`src/rtl/apb_slave_pkg20.sv`:
```
// Shared types and constants for the APB3 responder and its register file.
package apb_slave_pkg20;

    localparam int unsigned DATA_W            = 32;
    localparam int unsigned WAIT_W            = 4;

    localparam int unsigned REG_CTRL          = 0;
    localparam int unsigned REG_ID            = 1;
    localparam int unsigned REG_XFER_CNT      = 2;
    localparam int unsigned REG_FIRST_SCRATCH = 3;

    localparam logic [DATA_W-1:0] ID_VALUE    = 32'h4150_4253;

    typedef enum logic {
        ST_IDLE   = 1'b0,
        ST_ACCESS = 1'b1
    } state_e;

endpackage

```
`src/rtl/apb_slave_regfile20.sv`:
```
// Register storage for the APB responder: read/error decode at setup,
// write commit and transfer counting at completion.
module apb_slave_regfile20
    import apb_slave_pkg20::*;
#(
    parameter int unsigned ADDR_W   = 32,
    parameter int unsigned NUM_REGS = 16
) (
    input  logic                          clk_i,
    input  logic                          rst_n_i,
    input  logic [ADDR_W-3:0]             rd_word_i,
    input  logic                          rd_write_i,
    output logic [DATA_W-1:0]             rd_data_o,
    output logic                          rd_err_o,
    output logic [WAIT_W-1:0]             ctrl_wait_o,
    input  logic                          commit_i,
    input  logic                          commit_wr_i,
    input  logic [$clog2(NUM_REGS)-1:0]   commit_idx_i,
    input  logic [DATA_W-1:0]             commit_wdata_i
);

    localparam int unsigned IDX_W = $clog2(NUM_REGS);

    logic [WAIT_W-1:0] ctrl_q;
    logic [DATA_W-1:0] xfer_cnt_q;
    logic [DATA_W-1:0] xfer_cnt_d;
    logic [DATA_W-1:0] scratch_q [NUM_REGS];

    logic              in_range_c;
    logic [IDX_W-1:0]  rd_idx_c;
    logic              ro_hit_c;

    assign in_range_c  = rd_word_i < (ADDR_W-2)'(NUM_REGS);
    assign rd_idx_c    = rd_word_i[IDX_W-1:0];
    assign ro_hit_c    = (rd_idx_c == IDX_W'(REG_ID)) || (rd_idx_c == IDX_W'(REG_XFER_CNT));
    assign rd_err_o    = !in_range_c || (rd_write_i && ro_hit_c);
    assign ctrl_wait_o = ctrl_q;
    assign xfer_cnt_d  = xfer_cnt_q + 32'd1;

    // Read mux; out-of-range words read as zero.
    always_comb begin
        rd_data_o = '0;
        if (in_range_c) begin
            if (rd_idx_c == IDX_W'(REG_CTRL)) begin
                rd_data_o = {{(DATA_W-WAIT_W){1'b0}}, ctrl_q};
            end else if (rd_idx_c == IDX_W'(REG_ID)) begin
                rd_data_o = ID_VALUE;
            end else if (rd_idx_c == IDX_W'(REG_XFER_CNT)) begin
                rd_data_o = xfer_cnt_q;
            end else begin
                rd_data_o = scratch_q[rd_idx_c];
            end
        end
    end

    always_ff @(posedge clk_i or negedge rst_n_i) begin
        if (!rst_n_i) begin
            ctrl_q     <= '0;
            xfer_cnt_q <= '0;
            for (int i = 0; i < int'(NUM_REGS); i++) begin
                scratch_q[i] <= '0;
            end
        end else begin
            if (commit_i) begin
                xfer_cnt_q <= xfer_cnt_d;
            end
            // commit_wr_i is already qualified with the error decode.
            if (commit_i && commit_wr_i) begin
                if (commit_idx_i == IDX_W'(REG_CTRL)) begin
                    ctrl_q <= commit_wdata_i[WAIT_W-1:0];
                end else if (commit_idx_i >= IDX_W'(REG_FIRST_SCRATCH)) begin
                    scratch_q[commit_idx_i] <= commit_wdata_i;
                end
            end
        end
    end

endmodule

```
`src/rtl/apb_slave_responder20.sv`:
```
// APB3 completer: setup/access FSM with programmable wait states, registered
// response outputs, backed by apb_slave_regfile20.
module apb_slave_responder20
    import apb_slave_pkg20::*;
#(
    parameter int unsigned PADDR_WIDTH20  = 32,
    parameter int unsigned PWDATA_WIDTH20 = 32,
    parameter int unsigned PRDATA_WIDTH20 = 32,
    parameter int unsigned NUM_REGS20     = 16,
    parameter int unsigned SEL_INDEX20    = 0
) (
    input  logic                      pclock20,
    input  logic                      preset20,
    input  logic [PADDR_WIDTH20-1:0]  paddr20,
    input  logic                      prwd20,
    input  logic [PWDATA_WIDTH20-1:0] pwdata20,
    input  logic                      penable20,
    input  logic [15:0]               psel20,
    output logic [PRDATA_WIDTH20-1:0] prdata20,
    output logic                      pready20,
    output logic                      pslverr20
);

    localparam int unsigned IDX_W = $clog2(NUM_REGS20);

    state_e                    state_q;
    logic [WAIT_W-1:0]         wait_q;
    logic [IDX_W-1:0]          idx_q;
    logic                      write_q;
    logic [PWDATA_WIDTH20-1:0] wdata_q;
    logic                      err_q;
    logic [PRDATA_WIDTH20-1:0] hold_q;
    logic                      pready_q;
    logic                      pslverr_q;
    logic [PRDATA_WIDTH20-1:0] prdata_q;

    logic                      sel_c;
    logic                      complete_c;
    logic [DATA_W-1:0]         rd_data_c;
    logic                      rd_err_c;
    logic [WAIT_W-1:0]         ctrl_wait_c;
    logic [PRDATA_WIDTH20-1:0] setup_rdata_c;
    logic                      unused_c;

    assign sel_c         = psel20[4'(SEL_INDEX20)];
    assign complete_c    = (state_q == ST_ACCESS) && sel_c && penable20 && pready_q;
    assign setup_rdata_c = (!prwd20 && !rd_err_c) ? rd_data_c : '0;
    assign unused_c      = ^{paddr20[1:0], psel20};

    assign prdata20  = prdata_q;
    assign pready20  = pready_q;
    assign pslverr20 = pslverr_q;

    apb_slave_regfile20 #(
        .ADDR_W   (PADDR_WIDTH20),
        .NUM_REGS (NUM_REGS20)
    ) u_regfile (
        .clk_i          (pclock20),
        .rst_n_i        (preset20),
        .rd_word_i      (paddr20[PADDR_WIDTH20-1:2]),
        .rd_write_i     (prwd20),
        .rd_data_o      (rd_data_c),
        .rd_err_o       (rd_err_c),
        .ctrl_wait_o    (ctrl_wait_c),
        .commit_i       (complete_c),
        .commit_wr_i    (write_q && !err_q),
        .commit_idx_i   (idx_q),
        .commit_wdata_i (wdata_q)
    );

    always_ff @(posedge pclock20 or negedge preset20) begin
        if (!preset20) begin
            state_q   <= ST_IDLE;
            wait_q    <= '0;
            idx_q     <= '0;
            write_q   <= 1'b0;
            wdata_q   <= '0;
            err_q     <= 1'b0;
            hold_q    <= '0;
            pready_q  <= 1'b0;
            pslverr_q <= 1'b0;
            prdata_q  <= '0;
        end else begin
            case (state_q)
                ST_IDLE: begin
                    // Only a proper setup phase starts a transfer.
                    if (sel_c && !penable20) begin
                        state_q <= ST_ACCESS;
                        idx_q   <= paddr20[IDX_W+1:2];
                        write_q <= prwd20;
                        wdata_q <= pwdata20;
                        err_q   <= rd_err_c;
                        hold_q  <= setup_rdata_c;
                        wait_q  <= ctrl_wait_c;
                        if (ctrl_wait_c == '0) begin
                            pready_q  <= 1'b1;
                            prdata_q  <= setup_rdata_c;
                            pslverr_q <= rd_err_c;
                        end
                    end
                end
                ST_ACCESS: begin
                    if (complete_c || !sel_c || !penable20) begin
                        state_q   <= ST_IDLE;
                        pready_q  <= 1'b0;
                        pslverr_q <= 1'b0;
                        prdata_q  <= '0;
                    end else if (wait_q != '0) begin
                        wait_q <= wait_q - WAIT_W'(1);
                        if (wait_q == WAIT_W'(1)) begin
                            pready_q  <= 1'b1;
                            prdata_q  <= hold_q;
                            pslverr_q <= err_q;
                        end
                    end
                end
                default: state_q <= ST_IDLE;
            endcase
        end
    end

endmodule
```
`config.mk`:
```
export PLATFORM = sky130hd
export DESIGN_NAME = apb_slave_responder20
export DESIGN_NICKNAME = d
export VERILOG_FILES = /design/src/rtl/apb_slave_pkg20.sv /design/src/rtl/apb_slave_regfile20.sv /design/src/rtl/apb_slave_responder20.sv
export SDC_FILE = /design/constraint.sdc
export NUM_CORES = 1
export LEC_CHECK = 0
export ABC_AREA = 1
export CAP_MARGIN = 40
export CORE_ASPECT_RATIO = 2
export CORE_UTILIZATION = 40
export DETAILED_ROUTE_END_ITERATION = 16
export PLACE_DENSITY_LB_ADDON = 0.08
export SKIP_LAST_GASP = 1
export SYNTH_ARGS = -nofsm -noshare
export SYNTH_HDL_FRONTEND = slang
export SYNTH_SLANG_ARGS = --single-unit
```
`constraint.sdc`:
```
create_clock -name pclock20 -period 3.9 [get_ports pclock20]
set_input_delay 0.975 -clock pclock20 [delete_from_list [all_inputs] [get_ports pclock20]]
set_output_delay 0.975 -clock pclock20 [all_outputs]
set_load 0.02 [all_outputs]
```
==> results of run 1 <==
[metrics by stage]
stage          total power [mW]  hold WS, ns  cell area [sq um]
6_report                   14.4        0.355              32400
5_1_grt                    15.0        0.383              32400
4_1_cts                    14.6        0.374              32400
3_5_place_dp               8.65        0.362              30600
3_3_place_gp               8.62        0.360              30400
2_1_floorplan              7.91        0.424              29000
[power breakdown]
group / switching, mW / leakage [nW] / internal, mW
Combinational: 1.11 / 6.64 / 0.446
Sequential: 0.139 / 8.70 / 6.81
Clock: 2.54 / 0.936 / 3.34
[cell usage in the layout (no fill, tap or decap), types with 3 or more instances in the layout]
cell type and count:
a21oi_1 230, buf_12 18, buf_16 4, buf_4 46, bufinv_16 6, clkbuf_1 14
clkbuf_16 59, clkbuf_8 10, clkdlybuf4s50_1 95, clkinv_2 8, dfrtp_1 635, ha_1 3
inv_1 324, inv_2 3, nand2_1 948, nand2_4 7, nand3_1 215, nand3_2 5
nand4_1 39, nor2_1 338, nor2_2 3, nor2_4 6, nor3_1 8, o211ai_1 40
o21ai_0 229, o21ai_1 201, xnor2_1 8, xor2_1 21
[worst register-to-register path: stages (launching register included)]
cell     delay (ns)
dfrtp_1        0.55
nand2_2        0.11
nor2_2         0.12
nand3_1        0.11
inv_2          0.11
nand2_4        0.09
nor3_4         0.31
nand2_4        0.05
buf_4          0.39
nand2_1        0.23
o21ai_1        0.08
[layout make-up]
| type | instances | share of cell area [%] |
|---|---|---|
| Tap cell | 916 | 3.53 |
| Inverter | 329 | 3.82 |
| Sequential cell | 635 | 49.0 |
| Clock inverter | 15 | 0.706 |
| Multi-Input combinational cell | 2318 | 32.3 |
| Timing Repair Buffer | 166 | 5.52 |
| Clock buffer | 83 | 5.14 |
[cell families (layout without fill, tap and decap cells)]
group	count (synthesis)	count (layout)	share of synthesized area, %
flops	635	635	54.9
fa+ha+maj	3	3	0.130
buf+inv	641	593	9.08
xor+xnor	29	29	0.877
compound gates	706	706	12.6
simple gates	1580	1580	22.4
[layer usage]
metal	vias to the layer above	global-route usage, %
li1	11169	-
met1	11300	29.4
met2	635	43.8
met3	127	2.28
met4	0	7.10
met5	-	0
[synth_stat cells, types with 2 or more instances]
cell	instances	share of area (%)
nor3_4	2	0.11
nor2_1	341	4.4
dfrtp_1	635	55
buf_4	15	0.39
nand4_1	39	0.84
nand3_1	215	3.7
inv_2	2	0.026
nand4_2	3	0.13
clkbuf_1	189	2.4
buf_1	15	0.19
o211ai_1	40	1.0
a21oi_1	230	4.0
o21ai_1	201	3.5
xor2_1	21	0.64
buf_2	85	1.5
nor2_2	3	0.065
nand3_2	5	0.17
buf_6	8	0.31
xnor2_1	8	0.24
nand2_1	948	12
inv_1	326	4.2
nor3_2	2	0.069
ha_1	3	0.13
nor3_1	8	0.14
nor2_4	3	0.12
o21ai_0	229	4.0
nand2_4	7	0.27
[flip-flops by register name (all words and copies together), names as in the netlist]
register               flops
u_regfile.xfer_cnt_q      32
wdata_q                   32
idx_q                      4
state_q                    1
u_regfile.scratch_q      490
write_q                    1
pslverr20                  1
wait_q                     4
pready20                   1
hold_q                    32
u_regfile.ctrl_wait_o      4
prdata20                  32
err_q                      1
[final timing paths]
kind	start	endpoint	cells past startpoint
hold reg to reg	u_regfile.scratch_q[500]	u_regfile.scratch_q[500]	0
setup / recovery	paddr20[25]	prdata20[25]	10
max in group asynchronous	preset20	u_regfile.scratch_q[124]	3
setup reg to reg	state_q	u_regfile.scratch_q[48]	10
hold / removal	preset20	wait_q[2]	1
min in group pclock20	u_regfile.scratch_q[500]	u_regfile.scratch_q[500]	0
==> flow_metrics.py, run 1 <==
metrics = {
    "sta": {
        "finalWorstSetupSlack_ns": 1.25,
        "hold_viol_final": 0,
        "rsz0062_at_grt": "no",
        "setup_violations": 0,
        "min_period_ns": 2.65,
        "slew-limit-headroom_pct": 39.1,
        "setup-tns-final_ns": 0,
        "fin_crit_sh_pct": 68.0,
        "final.setup_skew_ns": 0.00929,
        "worst_pin_slew_ns": 0.914,
        "fmax_ghz": 0.377,
        "maxSlewViolCount": 0,
    },
    "global_routing": {
        "grt_max_degree": 138,
        "grt_pass1_vias": 23337,
        "overflow": 0,
        "grt_pass1_wl_um": 135000,
        "antenna_found_initial": 0,
        "grt_use_total_pct": 24.0,
    },
    "synthesis": {
        "netlist_area_sq_um": 29000,
        "syn_inst": 3594,
        "yosys_most_used_dff": "dfrtp_1",
        "async_flop_share_pct": 100,
        "synth-edff-count": 0,
        "synth.net_count": 3681,
        "yosysUniqueCellTypes": 38,
        "avgSynthCellArea_sq_um": 8.06,
        "yosys_register_bits": 635,
        "seq_area_frac_synth_pct": 54.9,
        "yosysWarnings": 0,
    },
    "cts": {
        "cts_setup_buffers": 0,
        "cts_tree": "done",
        "clkLatencyLatePin_ns": 0.62,
        "numCtsBuffers": 58,
        "postCtsHoldBufs": 0,
        "h-tree-depth": 2,
        "cts.sinks": 635,
        "root_buffer": "clkbuf_16",
        "clk_pin_slew_ns": 0.07,
        "cts_max_path_buffers": 3,
        "cts-resized-gates": 0,
    },
    "worst_setup_path": {
        "crit_slowest_cell": "clkdlybuf4s50_1",
        "cp.required_ns": 4.44,
        "r2r_slack_ns": 1.60,
        "cp.arrival_ns": 3.20,
        "cp-end-kind": "flip-flop",
        "startpoint_type": "input port",
        "critPathMaxFanout": 20,
        "path_buf_inv": 2,
        "crit_type": "in2reg",
        "crit_family": "simple AND/OR/NAND/NOR gates",
        "critical_path.max_stage_delay_ns": 0.40,
        "crit_chain": "clkdlybuf4s50_1 -> nor2_1 -> nand3_1 -> nor2_1 -> nand4_1 -> nor2_1 -> inv_1 -> nor2_1 -> nand3_1 -> a21oi_1",
        "crit_top_cell": "nor2_1",
    },
    "cells_and_area": {
        "num_antenna_cells": 0,
        "fill_cells": 7059,
        "ff_latch_area_sq_um": 15900,
        "multi_input_area_sq_um": 10500,
        "fin_util_pct": 45.3,
        "fin_nets": 3595,
        "syn2layout_area_growth_pct": 12.0,
        "drive_above_1_share_pct": 5.36,
        "instances_no_fill": 4462,
    },
    "placement": {
        "pre_cts_slack_ns": 0.537,
        "hpwl_um": 50000,
        "dp.cells": 4364,
        "gp_congestion": 0.899,
        "portBuffers": 100,
    },
    "detailed_routing": {
        "vias": 23231,
        "wl_met3_um": 3870,
        "route.met2.wl_um": 45100,
        "wire_per_inst_um": 19.2,
        "ant_nets": 0,
        "drc": 0,
        "firstDrtPassIters": 5,
        "routedLengthMet1_um": 34800,
        "vias_per_cell": 5.21,
        "drt_wl_total_um": 85800,
        "top_layer_used": "met4",
        "drt_iter0_drc": 1628,
    },
    "die": {
        "die_height_um": 383,
        "die_area_sq_um": 73600,
        "num_rows": 139,
        "core_sq_um": 71700,
        "ios": 118,
        "start_util_pct": 40.4,
        "die_w_um": 192,
    },
    "job": {
        "maxCapViolCount": 0,
    },
    "power_and_ir_drop": {
        "power_leakage_nw": 16.3,
        "pwr_density_cell_nw_per_um2": 443,
        "ir_drop_uv": 327,
    },
    "min_path": {
        "hp-class": "in2async",
    },
    "status": {
        "status": "finished, final reports clean",
    },
}
Note: power is estimated with default switching activity, not from simulation.
==> run 2: changes to the inputs <==
clock period = 2.4 ns   (was 3.9 ns; I/O delays follow)
==> run 2 against run 1 <==
- hold slack better by 0.018 ns
- largest power group unchanged
- sequential share of layout area is 1.9 points lower
- critical path type is now reg2out
- highest routed layer unchanged
- final cell count increased by 2.4%
- combinational power up 74%
- non-clock buffer count grew 98
- clock power grew 72%
- core utilization is 1.8 points higher
- via count grew 1.6%
- setup slack got worse by 1.1 ns
- critical path depth decreased by 9
- sequential cell count is the same
==> flow_metrics.py, run 2 (same netlist as run 1, synthesis figures left out) <==
metrics = {
    "die": {
        "ios": 118,
        "die_height_um": 383,
        "die_area_sq_um": 73600,
        "core_sq_um": 71700,
        "die_w_um": 192,
        "start_util_pct": 40.4,
        "num_rows": 139,
    },
    "worst_setup_path": {
        "critical_path.max_stage_delay_ns": 0.62,
        "crit_slowest_cell": "clkdlybuf4s50_1",
        "cp.arrival_ns": 1.64,
        "startpoint": "prdata20[3]",
        "startpoint_type": "flip-flop",
        "cp.required_ns": 1.80,
        "critPathMaxFanout": 2,
        "crit_chain": "clkdlybuf4s50_1",
        "path_buf_inv": 1,
        "cp-end-kind": "output pin",
        "r2r_start": "pready20",
        "crit_family": "buffers and inverters",
        "crit_type": "reg2out",
    },
    "sta": {
        "setup-tns-final_ns": 0,
        "fmax_ghz": 0.446,
        "fin_crit_sh_pct": 93.4,
        "slew-limit-headroom_pct": 57.3,
        "hold_viol_final": 0,
        "final.setup_skew_ns": 0.0295,
        "rsz0062_at_grt": "no",
        "worst_pin_slew_ns": 0.639,
        "finalWorstSetupSlack_ns": 0.158,
        "setup_violations": 0,
        "min_period_ns": 2.24,
        "maxSlewViolCount": 0,
    },
    "cts": {
        "numCtsBuffers": 58,
        "h-tree-depth": 2,
        "cts_tree": "done",
        "clk_pin_slew_ns": 0.07,
        "cts_setup_buffers": 0,
        "clkLatencyLatePin_ns": 0.64,
        "root_buffer": "clkbuf_16",
        "cts-resized-gates": 0,
        "cts.sinks": 635,
        "cts_max_path_buffers": 3,
    },
    "detailed_routing": {
        "drc": 0,
        "drt_wl_total_um": 86700,
        "firstDrtPassIters": 6,
        "vias": 23603,
        "ant_nets": 0,
        "vias_per_cell": 5.17,
        "drt_iter0_drc": 1522,
        "wire_per_inst_um": 19.0,
    },
    "cells_and_area": {
        "fin_nets": 3693,
        "mostFrequentLayoutCells": "nand2_1 (948), dfrtp_1 (635), nor2_1 (338)",
        "final_common_cell": "nand2_1",
        "largest_reg_flops": 490,
        "instances_no_fill": 4568,
        "drive_above_1_share_pct": 8.11,
        "syn2layout_area_growth_pct": 16.5,
        "top_register": "u_regfile.scratch_q",
        "num_antenna_cells": 0,
    },
    "power_and_ir_drop": {
        "pwr_density_cell_nw_per_um2": 716,
        "ir_drop_uv": 608,
        "finalPower_mw": 24.2,
        "power_leakage_nw": 16.9,
    },
    "global_routing": {
        "overflow": 0,
        "grt_pass1_wl_um": 136000,
        "antenna_found_initial": 0,
        "grt_pass1_vias": 23497,
        "grt_max_degree": 82,
        "grt_use_total_pct": 24.3,
    },
    "placement": {
        "hpwl_um": 55100,
        "dp.cells": 4461,
        "portBuffers": 100,
        "gp_congestion": 0.822,
        "pre_cts_slack_ns": -0.258,
    },
    "status": {
        "status": "finished, final reports clean",
    },
    "job": {
        "maxCapViolCount": 0,
    },
    "min_path": {
        "worstHoldStart": "u_regfile.scratch_q[508]",
        "hp-class": "reg2reg",
    },
}
-- run 2: changes by cell type in the layout (fill, tap and decap cells not counted), sizes merged --
cell         previous run  this run
buf                    71       168
dlygate4sd3             0         1
clkinvlp                0         7
clkbuf                 83        79
clkinv                  8         9
bufinv                  6        11
inv                   330       329
-- run 2: worst paths after layout --
check                                            to  slack [ns]  cells after the start
min                        u_regfile.scratch_q[508]        0.37                      0
max reg2reg                u_regfile.scratch_q[309]        0.52                     11
max                                     prdata20[3]        0.16                      1
min reg2reg                u_regfile.scratch_q[508]        0.37                      0
max in group asynchronous  u_regfile.scratch_q[497]        1.05                      3
min in group asynchronous                   state_q        0.47                      2
-- run 2: through the flow --
stage                     utilization (%)  cell area [sq um]  hold WS [ns]
after global placement               44.2              31700         0.360
after detailed placement             44.2              31700         0.361
after floorplan                         -              29000         0.304
after global routing                 47.1              33700         0.379
final                                47.1              33700         0.373
after CTS                            47.1              33700         0.375
-- run 2: area by class of cell --
cell class,count,area [sq um]
Inverter,329,1240
Clock buffer,79,1610
Timing Repair Buffer,264,2930
Multi-Input combinational cell,2318,10500
Sequential cell,635,15900
Fill cell,7083,37900
Clock inverter,27,439
Tap cell,916,1150
-- run 2: power breakdown --
group / internal [mW] / switching [mW]
clock: 5.88 / 4.26
sequential: 11.1 / 0.234
combinational: 0.853 / 1.87
-- run 2: per-layer routing --
metal	global-route usage, %	up-vias	routed length (um)	part of all wire (%)
met5	0	-	0	0
met4	8.06	0	2710	3.1
met1	30.0	11507	35600	41
met2	43.2	578	44600	51
met3	2.92	137	3860	4.4
li1	-	11381	-	-
-- run 2: repair_timing --
item | CTS | global route
hold buffers | 1 | 0
endpoints found under the setup margin | 0 | 0
hold endpoints to repair | 16 | 0
